**src/rtl/mem_ctrl_pkg.sv**
```systemverilog
// Shared constants for the memory controller: panel modes, access FSM
// encoding and requester select values.
package mem_ctrl_pkg;

    localparam logic [1:0] MODE_IDLE  = 2'b00;
    localparam logic [1:0] MODE_IN    = 2'b01;
    localparam logic [1:0] MODE_CHECK = 2'b10;
    localparam logic [1:0] MODE_RUN   = 2'b11;

    typedef enum logic [1:0] {
        A_IDLE   = 2'd0,
        A_SETUP  = 2'd1,
        A_STROBE = 2'd2,
        A_DONE   = 2'd3
    } acc_state_e;

    localparam logic REQ_CPU  = 1'b0;
    localparam logic REQ_LOAD = 1'b1;

endpackage

```
**src/rtl/mem_ctrl_if.sv**
```systemverilog
// CPU request bus and memory strobe bus seen by the memory controller.
// master = the controller, slave = the CPU core plus memory block.
interface mem_ctrl_if #(
    parameter int ADDR_W = 16,
    parameter int DATA_W = 8
);
    logic              cpu_req;
    logic              cpu_we;
    logic [ADDR_W-1:0] cpu_addr;
    logic [DATA_W-1:0] cpu_wdata;
    logic              cpu_ack;
    logic [DATA_W-1:0] cpu_rdata;
    logic [ADDR_W-1:0] mem_addr;
    logic [DATA_W-1:0] mem_wdata;
    logic              mem_rd;
    logic              mem_wr;
    logic [DATA_W-1:0] mem_rdata;

    modport master (
        input  cpu_req, cpu_we, cpu_addr, cpu_wdata, mem_rdata,
        output cpu_ack, cpu_rdata, mem_addr, mem_wdata, mem_rd, mem_wr
    );

    modport slave (
        output cpu_req, cpu_we, cpu_addr, cpu_wdata, mem_rdata,
        input  cpu_ack, cpu_rdata, mem_addr, mem_wdata, mem_rd, mem_wr
    );
endinterface

```
**src/rtl/mem_ctrl_key_edge.sv**
```systemverilog
// Panel key synchroniser: two metastability flops, then a falling-edge
// detector producing a single-cycle key_pulse. Flops preset to 1 (released key).
module key_edge (
    input  logic clk,
    input  logic reset,
    input  logic key_n,
    output logic key_pulse
);
    logic s1_q, s1_d, s2_q, s2_d, s3_q, s3_d;

    always_comb begin
        s1_d = key_n;
        s2_d = s1_q;
        s3_d = s2_q;
    end

    always_ff @(posedge clk or negedge reset) begin
        if (!reset) begin
            s1_q <= 1'b1;
            s2_q <= 1'b1;
            s3_q <= 1'b1;
        end else begin
            s1_q <= s1_d;
            s2_q <= s2_d;
            s3_q <= s3_d;
        end
    end

    assign key_pulse = s3_q & ~s2_q;
endmodule

```
**src/rtl/mem_ctrl.sv**
```systemverilog
// Memory access sequencer shared between the front-panel loader (IN/CHECK)
// and the CPU bus (RUN); each access is SETUP -> STROBE -> DONE.
module mem_ctrl
    import mem_ctrl_pkg::*;
#(
    parameter int ADDR_W     = 16,
    parameter int DATA_W     = 8,
    parameter int LOAD_DEPTH = 32
) (
    input  logic                          clk,
    input  logic                          reset,
    input  logic [1:0]                    mode_sel,
    input  logic                          key_n,
    input  logic [DATA_W-1:0]             sw_d,
    mem_ctrl_if.master                    bus,
    output logic [1:0]                    cpustate,
    output logic [$clog2(LOAD_DEPTH)-1:0] load_cnt,
    output logic                          load_wrap,
    output logic [DATA_W-1:0]             check_data
);
    localparam int LCNT_W = $clog2(LOAD_DEPTH);

    acc_state_e        state_q, state_d;
    logic [1:0]        cpustate_q, cpustate_d;
    logic [LCNT_W-1:0] load_cnt_q, load_cnt_d, cnt_inc;
    logic              load_wrap_q, load_wrap_d;
    logic              key_pend_q, key_pend_d;
    logic              chk_auto_q, chk_auto_d;
    logic              sel_q, sel_d, we_q, we_d;
    logic [ADDR_W-1:0] mem_addr_q, mem_addr_d;
    logic [DATA_W-1:0] mem_wdata_q, mem_wdata_d;
    logic              mem_rd_q, mem_rd_d, mem_wr_q, mem_wr_d;
    logic [DATA_W-1:0] cpu_rdata_q, cpu_rdata_d, check_data_q, check_data_d;
    logic              key_pulse, mode_chg, rd_done;

    key_edge u_key_edge (.clk(clk), .reset(reset), .key_n(key_n), .key_pulse(key_pulse));

    assign cnt_inc  = load_cnt_q + 1'b1;
    // Mode changes only land between accesses and pre-empt a grant in that cycle.
    assign mode_chg = (state_q == A_IDLE) && (mode_sel != cpustate_q);
    assign rd_done  = (state_q == A_DONE) && !we_q;

    always_comb begin
        state_d      = state_q;
        cpustate_d   = cpustate_q;
        load_cnt_d   = load_cnt_q;
        load_wrap_d  = load_wrap_q;
        key_pend_d   = key_pend_q;
        chk_auto_d   = chk_auto_q;
        sel_d        = sel_q;
        we_d         = we_q;
        mem_addr_d   = mem_addr_q;
        mem_wdata_d  = mem_wdata_q;
        mem_rd_d     = 1'b0;
        mem_wr_d     = 1'b0;
        cpu_rdata_d  = cpu_rdata_q;
        check_data_d = check_data_q;

        if (mode_chg) begin
            cpustate_d = mode_sel;
            chk_auto_d = (mode_sel == MODE_CHECK);
            if (mode_sel == MODE_IN || mode_sel == MODE_CHECK) begin
                load_cnt_d = '0;
                key_pend_d = 1'b0;
            end
            if (mode_sel == MODE_IN) load_wrap_d = 1'b0;
        end

        if (key_pulse) key_pend_d = 1'b1;

        unique case (state_q)
            A_IDLE: if (!mode_chg) begin
                if (cpustate_q == MODE_RUN && bus.cpu_req) begin
                    sel_d       = REQ_CPU;
                    we_d        = bus.cpu_we;
                    mem_addr_d  = bus.cpu_addr;
                    mem_wdata_d = bus.cpu_wdata;
                    state_d     = A_SETUP;
                end else if (cpustate_q == MODE_IN && key_pend_q) begin
                    sel_d       = REQ_LOAD;
                    we_d        = 1'b1;
                    mem_addr_d  = ADDR_W'(load_cnt_q);
                    mem_wdata_d = sw_d;
                    state_d     = A_SETUP;
                end else if (cpustate_q == MODE_CHECK && chk_auto_q) begin
                    sel_d      = REQ_LOAD;
                    we_d       = 1'b0;
                    mem_addr_d = ADDR_W'(load_cnt_q);
                    chk_auto_d = 1'b0;
                    state_d    = A_SETUP;
                end else if (cpustate_q == MODE_CHECK && key_pend_q) begin
                    sel_d      = REQ_LOAD;
                    we_d       = 1'b0;
                    load_cnt_d = cnt_inc;
                    mem_addr_d = ADDR_W'(cnt_inc);
                    key_pend_d = 1'b0;
                    state_d    = A_SETUP;
                end
            end
            A_SETUP: begin
                mem_rd_d = !we_q;
                mem_wr_d = we_q;
                state_d  = A_STROBE;
            end
            A_STROBE: state_d = A_DONE;
            A_DONE: begin
                state_d = A_IDLE;
                if (sel_q == REQ_CPU) begin
                    if (!we_q) cpu_rdata_d = bus.mem_rdata;
                end else if (we_q) begin
                    load_cnt_d = cnt_inc;
                    key_pend_d = 1'b0;
                    if (&load_cnt_q) load_wrap_d = 1'b1;
                end else begin
                    check_data_d = bus.mem_rdata;
                end
            end
            default: state_d = A_IDLE;
        endcase

        // RUN owns the memory; panel presses are meaningless there.
        if (cpustate_d == MODE_RUN) key_pend_d = 1'b0;
    end

    always_ff @(posedge clk or negedge reset) begin
        if (!reset) begin
            state_q      <= A_IDLE;
            cpustate_q   <= MODE_IDLE;
            load_cnt_q   <= '0;
            load_wrap_q  <= 1'b0;
            key_pend_q   <= 1'b0;
            chk_auto_q   <= 1'b0;
            sel_q        <= REQ_CPU;
            we_q         <= 1'b0;
            mem_addr_q   <= '0;
            mem_wdata_q  <= '0;
            mem_rd_q     <= 1'b0;
            mem_wr_q     <= 1'b0;
            cpu_rdata_q  <= '0;
            check_data_q <= '0;
        end else begin
            state_q      <= state_d;
            cpustate_q   <= cpustate_d;
            load_cnt_q   <= load_cnt_d;
            load_wrap_q  <= load_wrap_d;
            key_pend_q   <= key_pend_d;
            chk_auto_q   <= chk_auto_d;
            sel_q        <= sel_d;
            we_q         <= we_d;
            mem_addr_q   <= mem_addr_d;
            mem_wdata_q  <= mem_wdata_d;
            mem_rd_q     <= mem_rd_d;
            mem_wr_q     <= mem_wr_d;
            cpu_rdata_q  <= cpu_rdata_d;
            check_data_q <= check_data_d;
        end
    end

    // Read data is forwarded in the DONE cycle itself, then held by the flops.
    assign bus.cpu_ack   = (state_q == A_DONE) && (sel_q == REQ_CPU);
    assign bus.cpu_rdata = (rd_done && sel_q == REQ_CPU) ? bus.mem_rdata : cpu_rdata_q;
    assign check_data    = (rd_done && sel_q == REQ_LOAD) ? bus.mem_rdata : check_data_q;
    assign bus.mem_addr  = mem_addr_q;
    assign bus.mem_wdata = mem_wdata_q;
    assign bus.mem_rd    = mem_rd_q;
    assign bus.mem_wr    = mem_wr_q;
    assign cpustate      = cpustate_q;
    assign load_cnt      = load_cnt_q;
    assign load_wrap     = load_wrap_q;
endmodule

```
**src/flat_wrapper.sv**
```systemverilog
// flat-port wrapper written by rule: the top's interface ports become plain ports
module mem_ctrl_flat import mem_ctrl_pkg::*;
#(
    parameter int ADDR_W     = 16,
    parameter int DATA_W     = 8,
    parameter int LOAD_DEPTH = 32
)
  (clk, reset, mode_sel, key_n, sw_d, cpustate, load_cnt, load_wrap, check_data, bus_cpu_req, bus_cpu_we, bus_cpu_addr, bus_cpu_wdata, bus_mem_rdata, bus_cpu_ack, bus_cpu_rdata, bus_mem_addr, bus_mem_wdata, bus_mem_rd, bus_mem_wr);
  mem_ctrl_if #(.ADDR_W(ADDR_W), .DATA_W(DATA_W)) bus_i ();
  input  logic clk;
  input  logic reset;
  input  logic [1:0] mode_sel;
  input  logic key_n;
  input  logic [DATA_W-1:0] sw_d;
  output logic [1:0] cpustate;
  output logic [$clog2(LOAD_DEPTH)-1:0] load_cnt;
  output logic load_wrap;
  output logic [DATA_W-1:0] check_data;
  input wire logic [$bits(bus_i.cpu_req)-1:0] bus_cpu_req;
  input wire logic [$bits(bus_i.cpu_we)-1:0] bus_cpu_we;
  input wire logic [$bits(bus_i.cpu_addr)-1:0] bus_cpu_addr;
  input wire logic [$bits(bus_i.cpu_wdata)-1:0] bus_cpu_wdata;
  input wire logic [$bits(bus_i.mem_rdata)-1:0] bus_mem_rdata;
  output wire logic [$bits(bus_i.cpu_ack)-1:0] bus_cpu_ack;
  output wire logic [$bits(bus_i.cpu_rdata)-1:0] bus_cpu_rdata;
  output wire logic [$bits(bus_i.mem_addr)-1:0] bus_mem_addr;
  output wire logic [$bits(bus_i.mem_wdata)-1:0] bus_mem_wdata;
  output wire logic [$bits(bus_i.mem_rd)-1:0] bus_mem_rd;
  output wire logic [$bits(bus_i.mem_wr)-1:0] bus_mem_wr;
  assign bus_i.cpu_req = bus_cpu_req;
  assign bus_i.cpu_we = bus_cpu_we;
  assign bus_i.cpu_addr = bus_cpu_addr;
  assign bus_i.cpu_wdata = bus_cpu_wdata;
  assign bus_i.mem_rdata = bus_mem_rdata;
  assign bus_cpu_ack = bus_i.cpu_ack;
  assign bus_cpu_rdata = bus_i.cpu_rdata;
  assign bus_mem_addr = bus_i.mem_addr;
  assign bus_mem_wdata = bus_i.mem_wdata;
  assign bus_mem_rd = bus_i.mem_rd;
  assign bus_mem_wr = bus_i.mem_wr;
  mem_ctrl #(.ADDR_W(ADDR_W), .DATA_W(DATA_W), .LOAD_DEPTH(LOAD_DEPTH)) u_core (.clk(clk), .reset(reset), .mode_sel(mode_sel), .key_n(key_n), .sw_d(sw_d), .bus(bus_i), .cpustate(cpustate), .load_cnt(load_cnt), .load_wrap(load_wrap), .check_data(check_data));
endmodule
```
**config.mk**
```make
export PLATFORM = sky130hd
export DESIGN_NAME = mem_ctrl_flat
export DESIGN_NICKNAME = d
export VERILOG_FILES = /design/src/rtl/mem_ctrl_pkg.sv /design/src/rtl/mem_ctrl_if.sv /design/src/rtl/mem_ctrl_key_edge.sv /design/src/rtl/mem_ctrl.sv /design/src/flat_wrapper.sv
export SDC_FILE = /design/constraint.sdc
export NUM_CORES = 1
export LEC_CHECK = 0
export ABC_AREA = 1
export ABC_CLOCK_PERIOD_IN_PS = 4300
export CAP_MARGIN = 15
export CORE_MARGIN = 2
export CORE_UTILIZATION = 44
export CTS_CLUSTER_SIZE = 12
export DETAILED_ROUTE_END_ITERATION = 10
export PLACE_DENSITY = 0.77
export SLEW_MARGIN = 40
export SYNTH_ARGS = -nofsm -noshare
export SYNTH_HDL_FRONTEND = slang
export SYNTH_SLANG_ARGS = --single-unit
export TNS_END_PERCENT = 1
```
**constraint.sdc**
```tcl
create_clock -name clk -period 4.3 [get_ports clk]
set_input_delay 0.645 -clock clk [delete_from_list [all_inputs] [get_ports clk]]
set_output_delay 0.645 -clock clk [all_outputs]
set_load 0.02 [all_outputs]
```
==> results of run 1 <==
## routing by layer
layer	GRT usage	share of wire	up-vias	routed length, um
met5	0	0	-	0
met3	0.0571	0.076	13	516
met1	0.234	0.45	1209	3050
met2	0.301	0.45	100	3090
li1	-	-	1346	-
met4	0.107	0.020	0	138
## area by class of cell
type	instances	share of cell area
timing repair buffer	99	0.233
clock buffer	13	0.0402
inverter	41	0.0366
tap	77	0.0229
clock inverter	3	0.0104
multi-input combinational	256	0.304
sequential	59	0.352
## where the power goes
group / total [mW] / switching, mW / internal [mW]
clock: 0.533 / 0.217 / 0.316
combinational: 1.50 / 0.863 / 0.637
sequential: 0.930 / 0.145 / 0.785
## cells in the mapped netlist
master,count,share of area
inv_2,3,0.0038
inv_1,38,0.048
dfstp_2,3,0.026
nor2_8,1,0.0067
nand3_1,20,0.034
o21ai_1,3,0.0050
nand4_1,4,0.0084
buf_4,3,0.0076
nand2_4,3,0.011
o21ai_0,39,0.066
or2_2,4,0.0084
xor2_1,3,0.0088
ha_1,8,0.034
nor2_1,15,0.019
buf_6,2,0.0076
nand2_1,136,0.17
a21oi_1,3,0.0050
nor2_4,2,0.0076
nor2_2,1,0.0021
clkbuf_1,4,0.0050
nand3_2,3,0.010
mux2i_1,8,0.027
nand2_2,2,0.0042
dfrtp_1,56,0.47
and2_1,1,0.0021
buf_2,1,0.0017
## state kept, by name (all words and copies together) (netlist names), 2 cells and up
name and count:
u_core.state_q 2, u_core.cpu_rdata_q 8, u_core.load_cnt 5, u_core.bus.mem_wdata 8
u_core.check_data_q 8, u_core.bus.mem_addr 16, u_core.cpustate 2
## cells by family after synthesis
family                     count (synthesis)  synth area share
AOI/OAI and AO/OA                         45            0.0756
xor gates and xnor gates                   3           0.00882
adders and majority gates                  8            0.0336
buffers and inverters                     51            0.0735
DFF                                       59             0.497
muxes                                      8            0.0269
and+or+nand+nor                          192             0.285
## through the flow
step                cells  power, mW  hold WS [ns]
global placement      532       2.41         0.346
finish                548       2.96         0.356
floorplan             366       1.80         0.345
CTS                   548       2.99         0.357
global route          548       3.18         0.362
detailed placement    532       2.44         0.348
## final timing paths
path                                             start                endpoint  slack [ns]
worst max-delay path                 u_core.state_q[1]        bus_cpu_rdata[4]        1.12
worst min-delay path            u_core.u_key_edge.s1_q  u_core.u_key_edge.s2_q        0.36
worst max register to register       u_core.state_q[0]  u_core.bus.mem_addr[5]        2.23
worst min register to register  u_core.u_key_edge.s1_q  u_core.u_key_edge.s2_q        0.36
max in group asynchronous                        reset  u_core.bus.mem_addr[0]        3.36
min in group asynchronous                        reset      u_core.cpustate[1]        0.45
## critical path: cells and delay by family, from the launching register on
kind	cells	cell delay, ns
buf+inv	2	0.73
simple gates	2	0.49
flops	1	0.40
compound gates	1	0.35
fa+ha+maj	1	0.23
==> results.json, run 1 <==
{
  "clkLatencyLatePin_ns": 0.34,
  "status": "completed",
  "crit_path_max_incr_delay_ns": 0.66,
  "num-nets-final": 521,
  "core_mm2": 0.00646,
  "ys_seq_area_frac": 0.497,
  "end_kind": "output port",
  "portBuffers": 97,
  "synthCells": 366,
  "drc": 0,
  "fp.dieH_um": 86.3,
  "rr_worst_depth": 8,
  "wl_per_cell_um": 12.4,
  "drive_gt1_frac": 0.0849,
  "cp.required_ns": 3.65,
  "min_period_over_period": 0.740,
  "final_max_slew_viol_count": 0,
  "setup-violations-final": 0,
  "synth-seq-cells": 59,
  "syn_nets": 421,
  "ant_nets": 0,
  "clock_skew_ns": 0.00685,
  "path_cells": "ha_1 > inv_1 > nor2_1 > nand2_1 > o21ai_0 > clkdlybuf4s50_1",
  "globalRoute.totalOverflow": 0,
  "startpoint_type": "register",
  "track_usage": 0.191,
  "syn_area_mm2": 0.00298,
  "vias_per_cell": 4.87,
  "rows": 29,
  "cts_buffers": 9,
  "ir_drop_mv": 0.484,
  "firstDrtPassIters": 4,
  "layout_common_cells": "nand2_1 (136), clkdlybuf4s50_1 (96), dfrtp_1 (56), o21ai_0 (39), inv_1 (38)",
  "antenna_found_initial": 0,
  "synth.distinct_cells": 26,
  "vias": 2668,
  "critPathKind": "register to output port",
  "maxCapViolCount": 0,
  "rsz0062_at_grt": "no",
  "grt_pass1_vias": 2520,
  "hp-class": "register to register",
  "power_density_mw_per_mm2": 705,
  "place_congestion": 0.882,
  "hold_viol_final": 0,
  "arrival_ns": 2.54,
  "die-area_mm2": 0.00745,
  "initial_utilization": 0.461,
  "dp_hpwl_um": 4840,
  "critPathSlowestCell": "clkdlybuf4s50_1",
  "cts_resized": 0,
  "cts_setup_buffers": 0,
  "leakage_nw": 2.16,
  "dr.first_iter.drc_count": 100,
  "cts.sinks": 59,
  "cts_root_buf": "clkbuf_8",
  "placed_area_mm2": 0.00399,
  "grt_pass1_wl_um": 11100,
  "seqCellArea_mm2": 0.00148,
  "n_antenna_cell": 0,
  "fill_cells": 575,
  "multiInputGateArea_mm2": 0.00128,
  "setup_ws_ns": 1.12,
  "layout_commonest_cell": "nand2_1",
  "crit_fanout": 24,
  "worstMarginPinSlew_ns": 0.738,
  "avgSynthCellArea_um2": 8.14,
  "slew_headroom": 0.508,
  "hold_path_depth": 0,
  "fin_area_mm2": 0.00420,
  "fin_crit_ns": 3.18,
  "cts_tree": "built",
  "preCtsSetupSlack_ns": 1.45,
  "h-tree-depth": 3,
  "ctsHoldBuffers": 0,
  "drt_wl_total_um": 6800,
  "final_util": 0.651,
  "fp.dieW_um": 86.3,
  "ys.warnings.count": 0,
  "max_freq_ghz": 0.314,
  "tns_ns": 0,
  "grt_max_degree": 60,
  "area_delta_synth_final_pct": 41.1,
  "clk_pin_slew_ns": 0.07,
  "pin_count": 98,
  "clockBufferDepth": 2
}
Note: power is estimated with default switching activity, not from simulation.
==> run 2, diff against run 1 <==
- ABC_CLOCK_PERIOD_IN_PS: 4300 -> 2800
- CORE_UTILIZATION: 44 -> 42
- clock period: 4.3 -> 2.8 ns (I/O delays scaled with it)
==> run 2 against run 1 <==
Sequential share of layout area down 0.66 points; global-route usage up 0.63 points; setup slack worse by 0.96 ns; via count up 1.9%.
==> results.json, run 2 (synthesis results as in run 1) <==
{
  "cts_buffers": 9,
  "final_util": 0.627,
  "cts.sinks": 59,
  "place_congestion": 0.912,
  "track_usage": 0.197,
  "die-area_mm2": 0.00778,
  "cts_tree": "built",
  "tns_ns": 0,
  "clkLatencyLatePin_ns": 0.33,
  "maxCapViolCount": 0,
  "largest_reg_flops": 16,
  "min_period_over_period": 0.944,
  "cts_root_buf": "clkbuf_8",
  "worstMarginPinSlew_ns": 0.648,
  "num-nets-final": 525,
  "final_max_slew_viol_count": 0,
  "crit_path_max_incr_delay_ns": 0.63,
  "clockBufferDepth": 2,
  "pin_count": 98,
  "power_density_mw_per_mm2": 1060,
  "setup_ws_ns": 0.156,
  "ant_nets": 0,
  "rsz0062_at_grt": "no",
  "vias_per_cell": 4.76,
  "crit_fanout": 24,
  "dr.first_iter.drc_count": 149,
  "vias": 2718,
  "hold_ws_ns": 0.356,
  "max_freq_ghz": 0.378,
  "portBuffers": 97,
  "grt_pass1_wl_um": 11800,
  "core_mm2": 0.00683,
  "clk_pin_slew_ns": 0.06,
  "fin_area_mm2": 0.00428,
  "initial_utilization": 0.436,
  "grt_pass1_vias": 2629,
  "rows": 30,
  "placed_cells": 554,
  "arrival_ns": 2.22,
  "slew_headroom": 0.564,
  "cp.required_ns": 2.38,
  "n_antenna_cell": 0,
  "clkPwrFrac": 0.174,
  "layout_common_cells": "nand2_1 (136), clkdlybuf4s50_1 (89), dfrtp_1 (56), inv_1 (38), o21ai_0 (38)",
  "fill_cells": 616,
  "dp_hpwl_um": 5200,
  "power.switching_mw": 1.91,
  "setup-violations-final": 0,
  "critPathSlowestCell": "clkdlybuf4s50_1",
  "hp-class": "register to register",
  "clock_skew_ns": 0.00908,
  "post_layout_nonfiller_instances": 571,
  "firstDrtPassIters": 5,
  "drive_gt1_frac": 0.0947,
  "drt_wl_total_um": 7160,
  "hold_path_depth": 0,
  "p_seq_frac": 0.313,
  "rr_worst_depth": 8,
  "area_delta_synth_final_pct": 43.8,
  "path_cells": "ha_2 > inv_1 > nor2_1 > nand2_1 > buf_4 > o21ai_0 > clkdlybuf4s50_1",
  "wl_per_cell_um": 12.5,
  "fin_crit_ns": 2.64,
  "preCtsSetupSlack_ns": 0.285,
  "startpoint_type": "register",
  "h-tree-depth": 3,
  "antenna_found_initial": 0,
  "status": "completed",
  "fp.dieH_um": 88.2,
  "ir_drop_mv": 0.549,
  "finalPower_mw": 4.56,
  "critPathKind": "register to output port",
  "end_kind": "output port",
  "fp.dieW_um": 88.2,
  "globalRoute.totalOverflow": 0,
  "grt_max_degree": 28,
  "leakage_nw": 2.24,
  "layout_commonest_cell": "nand2_1",
  "drc": 0,
  "p_int_mw": 2.65,
  "placed_area_mm2": 0.00404,
  "hold_viol_final": 0,
  "p_sw_frac": 0.419,
  "combPwrFrac": 0.513
}
-- run 2: area by class of cell --
cell class                 count  area (um2)  share of cell area
sequential                    59        1480               0.346
tap                           96         120              0.0280
multi-input combinational    256        1290               0.302
inverter                      41         154              0.0359
clock buffer                  12         155              0.0362
clock inverter                 4        48.8              0.0114
timing repair buffer         103        1030               0.241
-- run 2: path summary, 6_finish.rpt --
path / from / slack (ns) / end
setup / recovery: u_core.state_q[1] / 0.16 / bus_cpu_rdata[0]
hold / removal: u_core.u_key_edge.s1_q / 0.36 / u_core.u_key_edge.s2_q
setup reg to reg: u_core.state_q[0] / 0.97 / u_core.bus.mem_wdata[0]
hold reg to reg: u_core.u_key_edge.s1_q / 0.36 / u_core.u_key_edge.s2_q
max in group asynchronous: reset / 1.62 / u_core.check_data_q[6]
min in group asynchronous: reset / 0.52 / u_core.key_pend_q
-- run 2: worst max-delay path: cells and delay by family, from the launching register on --
family | cells | cell delay, ns
and+or+nand+nor | 2 | 0.21
DFF | 1 | 0.39
AOI/OAI and AO/OA | 1 | 0.16
adders and majority gates | 1 | 0.25
buffers and inverters | 3 | 0.89
-- run 2: power by group through the flow --
| stage | Combinational, mW | Sequential (mW) | Clock, mW |
|---|---|---|---|
| final | 2.34 | 1.43 | 0.796 |
| after global routing | 2.57 | 1.47 | 0.865 |
| after CTS | 2.35 | 1.43 | 0.822 |
| after detailed placement | 2.33 | 1.43 | 0 |
| after global placement | 2.29 | 1.42 | 0 |
| after floorplan | 1.12 | 1.64 | 0 |
-- run 2: timing repair --
item                                    CTS  global route
hold buffers                              1             0
hold endpoints to repair                 10             0
setup buffers                             0             0
endpoints found under the setup margin    8            15
gates resized for setup                   1            10
-- run 2: metal layers --
layer  vias up  GRT usage  wire [um]
met5         -          0          0
met3        15     0.0718        684
met1      1225      0.250       3100
li1       1357          -          -
met4         0     0.0702        137
met2       121      0.312       3240
